--- config.mk ---
export PLATFORM = sky130hd
export DESIGN_NAME = count_bcd_conv
export DESIGN_NICKNAME = d
export VERILOG_FILES = /design/src/rtl/count_bcd_conv.sv
export SDC_FILE = /design/constraint.sdc
export NUM_CORES = 1
export LEC_CHECK = 0
export ABC_CLOCK_PERIOD_IN_PS = 2200
export BUFFER_PORTS_ARGS = -buffer_cell sky130_fd_sc_hd__buf_2
export CORE_MARGIN = 10
export CORE_UTILIZATION = 40
export DETAILED_ROUTE_END_ITERATION = 10
export PLACE_DENSITY = 0.58
export SLEW_MARGIN = 20
export SYNTH_ARGS = -nofsm -noshare
export SYNTH_HDL_FRONTEND = slang
export SYNTH_SLANG_ARGS = --single-unit
--- constraint.sdc ---
create_clock -name clk -period 2.2 [get_ports clk]
set_clock_uncertainty 0.15 [all_clocks]
set_input_delay 0.11 -clock clk [delete_from_list [all_inputs] [get_ports clk]]
set_output_delay 0.11 -clock clk [all_outputs]
set_load 0.03 [all_outputs]
--- src/rtl/count_bcd_conv.sv ---
// Serial binary-to-BCD converter (double dabble) for the 10..40 counter.
// One conversion takes eight SHIFT cycles followed by a one-cycle DONE.
module count_bcd_conv #(
  parameter logic [7:0] LO = 8'd10,
  parameter logic [7:0] HI = 8'd40
) (
  input  logic       clk,
  input  logic       rst,
  input  logic [7:0] count,
  input  logic       start,
  output logic       busy,
  output logic       done,
  output logic [3:0] bcd_hund,
  output logic [3:0] bcd_tens,
  output logic [3:0] bcd_ones,
  output logic       in_range
);

  typedef enum logic [1:0] {
    IDLE,
    SHIFT,
    DONE
  } state_t;

  state_t      state;
  state_t      state_nx;
  logic [7:0]  shreg;
  logic [7:0]  opnd;
  logic [11:0] scr;
  logic [11:0] scr_adj;
  logic [11:0] scr_fin;
  logic [2:0]  iter;
  logic        load;
  logic        last;

  function automatic logic [3:0] adj(input logic [3:0] n);
    return (n >= 4'd5) ? n + 4'd3 : n;
  endfunction

  always_comb begin
    scr_adj = {adj(scr[11:8]), adj(scr[7:4]), adj(scr[3:0])};
    scr_fin = {scr_adj[10:0], shreg[7]};
    load    = start && (state != SHIFT);
    last    = (state == SHIFT) && (iter == 3'd7);
  end

  always_ff @(posedge clk or negedge rst) begin
    if (!rst) state <= IDLE;
    else      state <= state_nx;
  end

  always_comb begin
    state_nx = state;
    unique case (state)
      IDLE:    if (start) state_nx = SHIFT;
      SHIFT:   if (iter == 3'd7) state_nx = DONE;
      DONE:    state_nx = start ? SHIFT : IDLE;
      default: state_nx = IDLE;
    endcase
  end

  assign busy = (state == SHIFT);
  assign done = (state == DONE);

  // opnd keeps the captured value for the range check while shreg drains
  always_ff @(posedge clk or negedge rst) begin
    if (!rst) begin
      shreg <= '0;
      opnd  <= '0;
      scr   <= '0;
      iter  <= '0;
    end else if (load) begin
      shreg <= count;
      opnd  <= count;
      scr   <= '0;
      iter  <= '0;
    end else if (state == SHIFT) begin
      {scr, shreg} <= {scr_adj[10:0], shreg, 1'b0};
      iter         <= iter + 3'd1;
    end
  end

  always_ff @(posedge clk or negedge rst) begin
    if (!rst) begin
      bcd_hund <= '0;
      bcd_tens <= '0;
      bcd_ones <= '0;
      in_range <= 1'b0;
    end else if (last) begin
      bcd_hund <= scr_fin[11:8];
      bcd_tens <= scr_fin[7:4];
      bcd_ones <= scr_fin[3:0];
      in_range <= (opnd >= LO) && (opnd <= HI);
    end
  end

endmodule
==> impl_metrics.tcl <==
set metrics [dict create \
    antenna_cells 0 \
    syn_to_final_growth_pct 16.9 \
    cts_tree "done" \
    ir_drop_mv 0.577 \
    tightest_slew_ns 0.563 \
    drt_iter0_markers 45 \
    num_vias 1506 \
    slowest_delay_ns 0.40 \
    wl_per_cell_um 13.9 \
    fin_ws_ns 0.396 \
    reg2reg_from "scr[0]$_DFFE_PN0P_" \
    finalPower_mw 3.47 \
    status "finished clean" \
    r2r_end "scr[2]$_DFFE_PN0P_" \
    holdWs_ns 0.139 \
    final_cell_area_um2 2490 \
    async_reset_ff_share_pct 100 \
    die-area_um2 8640 \
    worstHoldEndpoint "scr[0]$_DFFE_PN0P_" \
    antenna_found_initial 0 \
    grt.overflow.total 0 \
    via_per_inst 4.99 \
    report.final.hold_viol_count 0 \
    postCtsHoldBufs 9 \
    grt_pass1_vias 1581 \
    path_delay_family "flip-flops" \
    arrival_ns 1.87 \
    drv_cap 0 \
    h-tree-depth 2 \
    setup_tns_ns 0 \
    ios 26 \
    ff2ff_setup_slack_ns 0.40 \
    synth_seq_cells 46 \
    synth_seq_area_share_pct 54.1 \
    synth_warnings 0 \
    portBuffers 25 \
    ys.flop_type "dfrtp_1" \
    final_cell_count_no_fill 302 \
    place_congestion 0.809 \
    r2r_cells 6 \
    grt_pass1_wl_um 7660 \
    numCtsBuffers 5 \
    die_y_um 92.9 \
    cp.required_ns 2.27 \
    start_kind "flop" \
    coreArea_um2 5140 \
    grtUsageTotal_pct 11.1 \
    die_w_um 92.9 \
    post_cts_buffers 0 \
    hp-start "start" \
    syn_area_um2 2130 \
    synth-edff-count 0 \
    syn_nets 216 \
    place_area_um2 2320 \
    drc_errors 0 \
    drive_gt1_share_pct 22.0 \
    ctsResizeCount 0 \
    firstDrtPassIters 3 \
    utilization_pct 48.4 \
    clk_pin_slew_ns 0.08 \
    p_leak_nw 1.16 \
    end_kind "flop" \
    worstSetupPathType "flop to flop" \
    grt_max_degree 25 \
    cp_max_fo 4 \
    rsz0062_at_grt "no" \
    min_path_cells 2 \
    place_inst 287 \
    route.antenna.remaining_nets 0 \
    setup_violations 0 \
    clk_latency_ns 0.30 \
    min_period_ns 1.80 \
    avgSynthCellArea_um2 10.8 \
    start_util_pct 41.4 \
    timing.final.crit_share_pct 82.0 \
    drv_slew 0 \
    path_cells "inv_1, ha_1, nand2b_1, a21oi_1, mux2_2, o21ai_0" \
    fmax_ghz 0.554 \
    hold_class "input port to flop" \
    clock_sinks 46 \
    powerDensity_nw_per_um2 1400 \
    row_count 26 \
    relSlewSlack_pct 62.4 \
    hpwl_um 2970 \
    dp_slack_ns 0.409 \
    clockBufferDepth 2 \
    timing.critical_path.buf_inv 1 \
    crit_slowest_cell "dfrtp_1" \
    wl_um 4200 \
    ctsRootBufferMaster "clkbuf_8" \
    synth_cell_types 28 \
    syn_inst 197 \
    fin_nets 252 \
]
where the power goes:
part / internal [mW] / leakage (nW) / total (mW) / switching [mW]
logic: 0.581 / 0.539 / 1.50 / 0.916
clock network: 0.243 / 0.0431 / 0.514 / 0.271
registers: 1.22 / 0.578 / 1.46 / 0.240
total: 2.04 / 1.16 / 3.47 / 1.43
registers in the layout, indices dropped and copies added (netlist names):
register,cells
scr,12
opnd,8
shreg,8
bcd_hund,4
bcd_ones,4
bcd_tens,4
iter,3
state,2
in_range,1
area by class of cell:
class / count / area (um^2)
tap: 70 / 87.6
fill: 521 / 2650
multi-input combinational: 133 / 886
timing repair buffer: 38 / 245
inverter: 9 / 36.3
clock buffer: 6 / 82.6
sequential: 46 / 1150
synthesized netlist by cell type, types with 2 or more instances:
cell type,count,area share (%)
a2bb2oi_1,3,1.2
o21ai_0,31,7.3
nor3b_1,5,1.8
buf_2,5,1.2
mux2i_1,8,3.8
dfrtp_1,46,54
mux2_2,12,6.3
a21oi_1,5,1.2
buf_6,2,1.1
nor3_1,3,0.71
nand2b_1,4,1.2
xnor2_1,3,1.2
nor2_1,6,1.1
nand3_1,10,2.4
o21ai_1,3,0.71
inv_1,8,1.4
ha_1,8,4.7
clkbuf_1,2,0.35
nand2_1,24,4.2
placed cells by master, fill, tap and decap left out, types with 5 or more instances in the layout:
master	count
dfrtp_1	46
o21ai_0	31
buf_2	25
nand2_1	24
mux2_2	12
nand3_1	10
dlygate4sd3_1	9
inv_1	8
mux2i_1	8
ha_1	8
nor2_1	6
clkbuf_8	6
a21oi_1	5
nor3b_1	5
worst max path at each step:
stage                                  start                      end  slack, ns  depth (start not counted)
final                     scr[0]$_DFFE_PN0P_       scr[2]$_DFFE_PN0P_       0.40                          6
after global routing      scr[4]$_DFFE_PN0P_  bcd_tens[2]$_DFFE_PN0P_       0.25                          6
after CTS                 scr[0]$_DFFE_PN0P_       scr[2]$_DFFE_PN0P_       0.39                          6
after detailed placement  scr[0]$_DFFE_PN0P_       scr[2]$_DFFE_PN0P_       0.41                          6
after global placement    scr[0]$_DFFE_PN0P_       scr[2]$_DFFE_PN0P_       0.45                          6
after floorplan           scr[0]$_DFFE_PN0P_  bcd_ones[2]$_DFFE_PN0P_       0.53                          6
logic make-up after synthesis:
kind of cell | synth area share (%)
simple gates | 12.4
compound gates | 13.2
flops | 54.1
mux | 10.1
buf+inv | 4.29
fa+ha+maj | 4.70
xor+xnor | 1.23
routing by layer:
metal | GRT usage [%] | wire length [um] | vias up
met2 | 16.7 | 1870 | 25
met1 | 13.6 | 2010 | 715
met5 | 0 | 0 | -
met4 | 6.43 | 97 | 0
li1 | - | - | 759
met3 | 3.63 | 220 | 7
Note: power is estimated with default switching activity, not from simulation.
